### src/rtl/tlb_asid.sv
// tlb_asid: fully associative, ASID-tagged Sv32/Sv39 TLB.
// Registered lookup, SFENCE.VMA flushes, NRU replacement.
module tlb_asid #(
  parameter int XLEN        = 32,
  parameter int TLB_ENTRIES = 16,
  parameter int ASID_WIDTH  = 9
) (
  input  logic                          clk,
  input  logic                          reset_n,
  input  logic                          lookup_valid,
  input  logic [XLEN-1:0]               lookup_vaddr,
  input  logic [ASID_WIDTH-1:0]         lookup_asid,
  input  logic                          lookup_is_store,
  input  logic                          lookup_is_fetch,
  output logic                          resp_valid,
  output logic                          resp_hit,
  output logic [XLEN-1:0]               resp_paddr,
  output logic                          resp_page_fault,
  input  logic                          update_valid,
  input  logic [XLEN-1:0]               update_vpn,
  input  logic [XLEN-1:0]               update_ppn,
  input  logic [7:0]                    update_pte,
  input  logic [1:0]                    update_level,
  input  logic [ASID_WIDTH-1:0]         update_asid,
  input  logic [1:0]                    privilege_mode,
  input  logic                          mstatus_sum,
  input  logic                          mstatus_mxr,
  input  logic                          translation_enabled,
  input  logic                          flush_valid,
  input  logic                          flush_use_vaddr,
  input  logic                          flush_use_asid,
  input  logic [XLEN-1:0]               flush_vaddr,
  input  logic [ASID_WIDTH-1:0]         flush_asid,
  output logic [$clog2(TLB_ENTRIES):0]  occupancy
);

  localparam int N  = TLB_ENTRIES;
  localparam int IW = $clog2(N);
  localparam int OW = IW + 1;
  localparam int LB = (XLEN == 32) ? 10 : 9;
  localparam int VW = (XLEN == 32) ? 20 : 27;
  localparam logic [XLEN-1:0] VMASK = XLEN'((64'd1 << VW) - 64'd1);

  function automatic logic [XLEN-1:0] lmask(input logic [1:0] l);
    logic [XLEN-1:0] m;
    m = '0;
    for (int b = 0; b < 2 * LB; b++)
      if (b < LB * int'(l)) m[b] = 1'b1;
    return m;
  endfunction

  function automatic logic va_match(input logic [XLEN-1:0] a,
                                    input logic [XLEN-1:0] b,
                                    input logic [1:0] l);
    return ((a ^ b) & ~lmask(l)) == '0;
  endfunction

  logic [N-1:0]          v_q, ref_q;
  logic [XLEN-1:0]       vpn_q  [N];
  logic [XLEN-1:0]       ppn_q  [N];
  logic [7:0]            pte_q  [N];
  logic [1:0]            lvl_q  [N];
  logic [ASID_WIDTH-1:0] asid_q [N];

  logic [XLEN-1:0] lk_vpn;
  logic [N-1:0]    lk_m;
  logic            lk_any;
  logic [IW-1:0]   lk_idx;

  // associative match; lowest index wins
  always_comb begin
    lk_vpn = '0;
    lk_vpn[VW-1:0] = lookup_vaddr[VW+11:12];
    lk_m = '0;
    for (int i = 0; i < N; i++)
      lk_m[i] = v_q[i]
        && (pte_q[i][5] || asid_q[i] == lookup_asid)
        && va_match(vpn_q[i], lk_vpn, lvl_q[i]);
    lk_any = 1'b0;
    lk_idx = '0;
    for (int i = N - 1; i >= 0; i--)
      if (lk_m[i]) begin
        lk_any = 1'b1;
        lk_idx = IW'(i);
      end
  end

  logic [7:0]       h_pte;
  logic [1:0]       h_lvl;
  logic [XLEN-1:0]  h_ppn, h_lm, h_pa_ppn;
  logic [XLEN+11:0] h_pa;
  logic             h_fault, is_ld, xlt_hit;

  // physical address and permission check of the winner
  always_comb begin
    h_pte    = pte_q[lk_idx];
    h_lvl    = lvl_q[lk_idx];
    h_ppn    = ppn_q[lk_idx];
    h_lm     = lmask(h_lvl);
    h_pa_ppn = (h_ppn & ~h_lm) | (lk_vpn & h_lm);
    h_pa     = {h_pa_ppn, lookup_vaddr[11:0]};
    is_ld    = !lookup_is_store && !lookup_is_fetch;
    h_fault  = !h_pte[0]
      || (!h_pte[1] && !h_pte[2] && !h_pte[3])
      || (h_pte[2] && !h_pte[1])
      || !h_pte[6]
      || (lookup_is_store && !h_pte[7])
      || (h_lvl != 2'd0 && (h_ppn & h_lm) != '0)
      || (privilege_mode == 2'd0 && !h_pte[4])
      || (privilege_mode == 2'd1 && h_pte[4] && !mstatus_sum)
      || (privilege_mode == 2'd1 && h_pte[4] && lookup_is_fetch)
      || (lookup_is_fetch && !h_pte[3])
      || (lookup_is_store && !h_pte[2])
      || (is_ld && !h_pte[1] && !(h_pte[3] && mstatus_mxr));
  end

  assign xlt_hit = lookup_valid && translation_enabled && lk_any;

  logic [XLEN-1:0] fl_vpn;
  logic [N-1:0]    fl_m;

  // SFENCE.VMA victim set
  always_comb begin
    fl_vpn = '0;
    fl_vpn[VW-1:0] = flush_vaddr[VW+11:12];
    fl_m = '0;
    for (int i = 0; i < N; i++) begin
      case ({flush_use_vaddr, flush_use_asid})
        2'b00: fl_m[i] = v_q[i];
        2'b10: fl_m[i] = v_q[i]
          && va_match(vpn_q[i], fl_vpn, lvl_q[i]);
        2'b01: fl_m[i] = v_q[i] && !pte_q[i][5]
          && asid_q[i] == flush_asid;
        default: fl_m[i] = v_q[i] && !pte_q[i][5]
          && asid_q[i] == flush_asid
          && va_match(vpn_q[i], fl_vpn, lvl_q[i]);
      endcase
      if (!flush_valid) fl_m[i] = 1'b0;
    end
  end

  logic [N-1:0]    v_post, up_same;
  logic [XLEN-1:0] up_vpn;
  logic            same_f, inv_f;
  logic [IW-1:0]   same_i, inv_i, nru_i, wr_idx;

  // fill slot: same tag, else first free, else first NRU
  always_comb begin
    v_post = v_q & ~fl_m;
    up_vpn = update_vpn & VMASK;
    for (int i = 0; i < N; i++)
      up_same[i] = v_post[i] && vpn_q[i] == up_vpn
        && lvl_q[i] == update_level
        && (asid_q[i] == update_asid
            || (pte_q[i][5] && update_pte[5]));
    same_f = 1'b0;
    inv_f  = 1'b0;
    same_i = '0;
    inv_i  = '0;
    nru_i  = '0;
    for (int i = N - 1; i >= 0; i--) begin
      if (up_same[i]) begin
        same_f = 1'b1;
        same_i = IW'(i);
      end
      if (!v_post[i]) begin
        inv_f = 1'b1;
        inv_i = IW'(i);
      end
      if (!ref_q[i]) nru_i = IW'(i);
    end
    wr_idx = same_f ? same_i : (inv_f ? inv_i : nru_i);
  end

  logic [N-1:0] ref_set, ref_base, ref_d;

  // NRU: never let every ref bit be set
  always_comb begin
    ref_set = '0;
    if (xlt_hit) ref_set[lk_idx] = !fl_m[lk_idx];
    if (update_valid) ref_set[wr_idx] = 1'b1;
    ref_base = ref_q & ~fl_m;
    ref_d = (&(ref_base | ref_set)) ? ref_set
                                   : (ref_base | ref_set);
  end

  // entry table: flush first, then fill
  always_ff @(posedge clk or negedge reset_n) begin
    if (!reset_n) begin
      v_q   <= '0;
      ref_q <= '0;
      for (int i = 0; i < N; i++) begin
        vpn_q[i]  <= '0;
        ppn_q[i]  <= '0;
        pte_q[i]  <= '0;
        lvl_q[i]  <= '0;
        asid_q[i] <= '0;
      end
    end else begin
      v_q   <= v_post;
      ref_q <= ref_d;
      if (update_valid) begin
        v_q[wr_idx]    <= 1'b1;
        vpn_q[wr_idx]  <= up_vpn;
        ppn_q[wr_idx]  <= update_ppn;
        pte_q[wr_idx]  <= update_pte;
        lvl_q[wr_idx]  <= update_level;
        asid_q[wr_idx] <= update_asid;
      end
    end
  end

  // registered response
  always_ff @(posedge clk or negedge reset_n) begin
    if (!reset_n) begin
      resp_valid      <= 1'b0;
      resp_hit        <= 1'b0;
      resp_paddr      <= '0;
      resp_page_fault <= 1'b0;
    end else begin
      resp_valid      <= lookup_valid;
      resp_hit        <= 1'b0;
      resp_paddr      <= '0;
      resp_page_fault <= 1'b0;
      if (lookup_valid && !translation_enabled) begin
        resp_hit   <= 1'b1;
        resp_paddr <= lookup_vaddr;
      end else if (xlt_hit) begin
        resp_hit        <= 1'b1;
        resp_paddr      <= h_pa[XLEN-1:0];
        resp_page_fault <= h_fault;
      end
    end
  end

  // valid-entry count
  always_comb begin
    occupancy = '0;
    for (int i = 0; i < N; i++)
      occupancy = occupancy + OW'(v_q[i]);
  end

  logic unused_bits;
  assign unused_bits = ^{h_pa[XLEN+11:XLEN], h_pte,
                         lookup_vaddr, flush_vaddr};

endmodule

### config.mk
export PLATFORM = sky130hd
export DESIGN_NAME = tlb_asid
export DESIGN_NICKNAME = d
export VERILOG_FILES = /design/src/rtl/tlb_asid.sv
export SDC_FILE = /design/constraint.sdc
export NUM_CORES = 2
export LEC_CHECK = 0
export CAP_MARGIN = 20
export CORE_AREA = 2 2 456 458
export DETAILED_ROUTE_END_ITERATION = 7
export DIE_AREA = 0 0 458 460
export PLACE_DENSITY = 0.53
export SYNTH_ARGS = -nofsm -noshare
export SYNTH_HDL_FRONTEND = slang
export SYNTH_SLANG_ARGS = --single-unit
### constraint.sdc
create_clock -name clk -period 4.89 [get_ports clk]
set_clock_uncertainty 0.2 [all_clocks]
set_input_delay 0.978 -clock clk [delete_from_list [all_inputs] [get_ports clk]]
set_output_delay 0.978 -clock clk [all_outputs]
set_load 0.05 [all_outputs]
* Word-level counts from Yosys, hierarchy flattened
Index checks and enable logic that the tools add are counted.
Widths: inputs -> output; s select.
** Storage, ports and cells
- Output and inout bits :: 40
- ROM bits :: 0
- Memories kept :: 0
- Bits in latches :: 0
- Memory bits (writable) :: 0
- Register bits :: 1395
** Operators by class
- Shift operators :: 0
- $lt $le $gt $ge :: 347
- Equality and inequality tests :: 83
- Divide/modulo/power cells :: 0
- Reduce and logical (&&, ||, !) cells :: 307
- Bitwise gates (word level) :: 142
- Multipliers :: 17
- Mux-type cells :: 1164
- Add/subtract/negate cells :: 15
** Operators with widths (number)
- $lt 5x32->1 const A :: 136
- $lt 4x32->1 const A :: 68
- $lt 6x32->1 const A :: 51
- $and 32x32->32 :: 48
- $logic_not 32->1 :: 48
- $not 20->32 :: 48
- $lt 3x32->1 const A :: 34
- $mux 1 :: 1051
- $bwmux 512 :: 2
- $xor 32x20->32 :: 32
- $lt 1x32->1 const A :: 17
- $lt 2x32->1 const A :: 17
- $eq 32x20->1 :: 16
- $eq 9x9->1 :: 48
- $mux 4 :: 66
- $logic_and 1x1->1 :: 181
- $mux 32 :: 5
- $bwmux 144 :: 1
- $bmux 32 s4 :: 1
- $bwmux 128 :: 1
- $demux 32 s4 :: 1
- $lt 5x6->1 const A :: 17
- $mul 3x2->5 const A :: 17
- $mux 16 :: 4
- other kinds (39) :: 165

* Logic depth before layout (Yosys ltp)
- Depth in word-level cells :: 43
- Mapped depth :: 21

* Worst setup path after synthesis
Ideal clock, no wire load.
- Path kind :: input-to-reg
- From :: input port update_vpn[16]
- To :: register ref_q[5]
- Setup slack :: -418 ps
- Arrival time :: 4989 ps
- Buffers on the path :: 6
- Stages :: 20
- Required time :: 4572 ps
- Setup time :: 118 ps
- Cell sequence :: clkbuf_1 -> buf_1 -> clkbuf_1 -> xnor2_1 -> nand3_1 -> a211o_1 -> o22ai_1 -> nor4_4 -> and3_1 -> o41a_1 -> a21bo_1 -> buf_6 -> or3_1 -> buf_2 -> a32oi_1 -> o2111ai_2 -> nor4_4 -> buf_6 -> o21bai_1 -> a21o_1
** Between the ends
- Longest elaborated chain between the ends :: 30
** RTL lines
- start, declared :: RTL line 20 : input logic [XLEN-1:0] update_vpn,
- $eq 32x20->1 :: RTL line 152 : up_same[i] = v_post[i] && vpn_q[i] == up_vpn
- $logic_and 1x1->1 :: RTL line 152
- $logic_and 1x1->1 :: RTL line 153 : && lvl_q[i] == update_level
- $logic_and 1x1->1 :: RTL line 154 : && (asid_q[i] == update_asid
- $mux 4 or $mux 1 (tied branches) (16 in series) :: RTL line 162 : if (up_same[i]) begin
- $mux 4 * :: RTL line 172 : wr_idx = same_f ? same_i : (inv_f ? inv_i : nru_i);
- $lt 4x5->1 (not written as such) or $ge 4x1->1 (tied branches) :: RTL line 181 : if (update_valid) ref_set[wr_idx] = 1'b1;
- $logic_and 1x1->1 (not written as such) :: RTL line 181
- $mux 1 (not written as such) :: RTL line 181
- $demux 1 s4 * :: RTL line 181
- $or 16x16->16 (no source line) *
- $mux 16 * :: RTL line 181
- $or 16x16->16 :: RTL line 183, 184
- $reduce_and 16->1 :: RTL line 183 : ref_d = (&(ref_base | ref_set)) ? ref_set
- $mux 16 * :: RTL line 183
- net ref_d[5] :: RTL line 175 : logic [N-1:0] ref_set, ref_base, ref_d;
- end signal, assigned :: RTL line 201 : ref_q <= ref_d;
- end, declared :: RTL line 58 : logic [N-1:0] v_q, ref_q;
The timed path passes the listed nets; every way through them passes the cells marked *.
A chain may end at the register's enable or synchronous reset.

* Final worst setup path
- From :: register v_q[5]
- To :: output port occupancy[2]
** Between the ends
- Longest elaborated chain between the ends :: 11
** RTL lines
- start, declared :: RTL line 58
- start signal, assigned :: RTL line 200 : v_q <= v_post;
- $add 5x1->5 (11 in series) :: RTL line 240 : occupancy = occupancy + OW'(v_q[i]);
- end, declared :: RTL line 34 : output logic [$clog2(TLB_ENTRIES):0] occupancy
No other way between the ends.

==> impl_results.md <==
* Failing checks: setup timing
* Core area at 0.206 mm²
* Min cycle time layout at 5.72 ns
* Synth Cell Area at 0.0614 mm²
* Critical path peak fanout at 3
* Final hold vios at 0
* Crit end category: output pin
* Yosys reg bits at 1011
* Most common library cells after synthesis: dfrtp_1 (1011), xor2_1 (997), mux2_2 (888), xnor2_1 (429), nand2_1 (407)
* FF-to-FF Start: vpn_q[366]
* Routed length per instance at 30.5 µm
* Area share of the largest cell type after synthesis at 0.412
* Starting Density at 0.298
* CP endpoint: occupancy[2]
* DRC viols at 0
* Vias in the first global route at 53701
* Final worst slack at -0.828 ns
* Crit Path Class: flop to output pin
* Root buffer cell: clkbuf_16
* Antenna Nets Post-Route at 0
* Measured slew at the worst slew-check pin at 1.25 ns
* Row cnt at 167
* Clock Sinks at 1011
* Total GRT Usage at 0.277
* Post-synth ARST share at 1.00
* Synth area leader: dfrtp_1
* R2R setup slack at -0.33 ns
* Fin crit share at 1.17
* Fin area at 0.0894 mm²
* Final Util at 0.434
* GRT overflow at 0
* Vias at 54234
* Post-synthesis sequential area ratio at 0.412
* Unrepaired setup endpoints after global routing: true
* Syn Area/Cell at 10.8 µm²
* H-tree lvl count at 4
* Placer congestion estimate at 1.04
* DR vias/cell at 5.33
* Post-Route WL at 310 mm
* Io pins at 219
* Post-detail-place hpwl at 221 mm
* Most frequent cell after synthesis: dfrtp_1
* Worst hold path type: flop to flop
* Post-synthesis cell count at 5671
* Maxcap violations at 0
* PortBufs at 182
* Global-route wire length before repair at 416 mm
* Pins Over Slew Limit at 0
* Worst slew margin at 0.165
* TritonCTS clock tree: yes
* Clk_lat worst skew at 0.83 ns
* Antenna violations before repair at 19
* Peak supply drop at 2.20 mV
* Area post-placement at 0.0785 mm²
* DRT Pass-1 Iters at 6
* RR Endpoint: resp_page_fault
* Layout cell share with drive strength beyond 1 at 0.459
* Static Leak at 40.5 nW
* Clk slew on worst S/H paths at 0.06 ns
* CP Launch Type: flop
* Worst Setup SP: v_q[5]
* Cts bufs inserted at 130
* Yosys warns at 0
* Ys flop type: dfrtp_1
* Clock buffer depth at 3
* Die width at 458 µm
* Syn_nets at 5865
* Req. time, crit path at 3.71 ns
* Layout overhead on the synthesized area at 45.7%
* Starting DRT DRC Count at 5681
* Post-route setup TNS at -14.43 ns
* Power after layout at 0.0611 W
* EDFF count, synth at 0
* Largest net degree at the start of global routing at 160
* Synth unique cells at 89
* Cell Pwr Density at 683 mW/mm²
* HP Start: ppn_q[131]
* Worst Path Arrival at 4.54 ns
* # nets final at 7553
* Outcome: complete, but fails checks
* Die ar. at 0.211 mm²
* R2R depth at 21
* Setup violations, final at 140
* Die height at 460 µm
* Max Fclk at 0.175 GHz
* Area contributors post-synth: dfrtp_1 (41%), mux2_2 (16%), xor2_1 (14%), xnor2_1 (6.1%), nand2_1 (2.5%)
layout by cell type, fill, tap and decap left out, types with 17 or more instances in the layout:
master and n:
a211oi_1 26, a21oi_1 23, a221oi_1 31, a31oi_1 48, a41oi_1 23, buf_12 190, buf_2 50, buf_4 1453
buf_6 139, buf_8 31, clkbuf_1 34, clkbuf_16 156, clkbuf_8 20, clkdlybuf4s50_1 84, clkinv_2 21, dfrtp_1 1005
dlygate4sd2_1 17, inv_1 45, mux2_2 832, mux2_4 56, mux2i_1 75, nand2_1 396, nand3_1 50, nand4_1 113
nor2_1 134, nor2b_1 46, nor3_1 87, nor3_2 19, nor4_1 136, nor4_2 85, o21ai_0 40, o22ai_1 37
xnor2_1 417, xor2_1 947, xor2_2 42
cells by family (layout without fill, tap and decap cells):
kind of cell / after synthesis / count (layout) / synth area share
adders and majority gates: 15 / 15 / 0.00428
DFF: 1011 / 1011 / 0.412
and+or+nand+nor: 1215 / 1215 / 0.0997
xor gates and xnor gates: 1426 / 1426 / 0.203
muxes: 963 / 963 / 0.175
other: 0 / 6 / 0
buffers and inverters: 512 / 2299 / 0.0381
AOI/OAI and AO/OA: 529 / 529 / 0.0673
through the flow:
step                      hold slack (ns)  cells  setup WS, ns
after floorplan                     0.238   5671        -0.363
after global placement              0.249   9669         -2.54
after detailed placement            0.255   9669         -2.44
after CTS                           0.268  10039        -0.829
after global routing                0.292  10164        -0.945
final                               0.268  10168        -0.828
registers in the layout, indices dropped and copies added (netlist names):
name / flops
ppn_q: 320
vpn_q: 320
asid_q: 144
pte_q: 128
lvl_q: 32
resp_paddr: 32
ref_q: 16
v_q: 16
resp_hit: 1
resp_page_fault: 1
resp_valid: 1
critical path, cell delays in order, from the launching register on:
cell and delay (ns):
dfrtp_1 0.45, buf_6 0.15, fa_1 0.52, fa_1 0.44, fa_1 0.53, inv_2 0.04
fa_1 0.45, inv_2 0.08, ha_4 0.14, inv_2 0.04, fa_2 0.35, buf_6 0.14
xnor2_4 0.20, buf_12 0.17
layer usage:
layer | vias up | GRT usage | share of wire
li1 | 23330 | - | -
met1 | 28037 | 0.377 | 0.43
met2 | 2257 | 0.425 | 0.44
met3 | 590 | 0.0558 | 0.078
met4 | 20 | 0.120 | 0.053
met5 | - | 0 | 0.00044
how the worst min path moves through the flow:
stage / end / slack, ns / cells past startpoint
2_1_floorplan: ppn_q[131] / 0.24 / 2
3_3_place_gp: ppn_q[146] / 0.25 / 2
3_5_place_dp: pte_q[36] / 0.26 / 2
5_1_grt: ppn_q[128] / 0.29 / 2
6_report: ppn_q[131] / 0.27 / 2
4_1_cts: ppn_q[132] / 0.27 / 2
timing repair:
action,in CTS,in global routing
setup buffers,144,104
hold buffers,1,0
pin swaps,193,121
setup endpoints to repair,1015,872
resized for setup,589,360
cloned,3,33
hold endpoints to repair,37,0
power by group:
group | total [W] | internal (W) | leakage, nW | switching [W]
combinational | 0.0361 | 0.0175 | 25.4 | 0.0186
sequential | 0.0150 | 0.0119 | 13.0 | 0.00311
clock | 0.0100 | 0.00575 | 2.11 | 0.00425
total | 0.0611 | 0.0351 | 40.5 | 0.0260
cell type report:
| type | count | area (µm²) |
|---|---|---|
| multi-input cells | 4148 | 37100 |
| inverters | 52 | 203 |
| clock inverters | 45 | 604 |
| well taps | 2704 | 3380 |
| repair buffers | 2016 | 19200 |
| flip-flops and latches | 1011 | 25300 |
| clock buffers | 186 | 3710 |
| diodes | 6 | 15.0 |
| fillers | 19690 | 117000 |
Note: power is estimated with default switching activity, not from simulation.
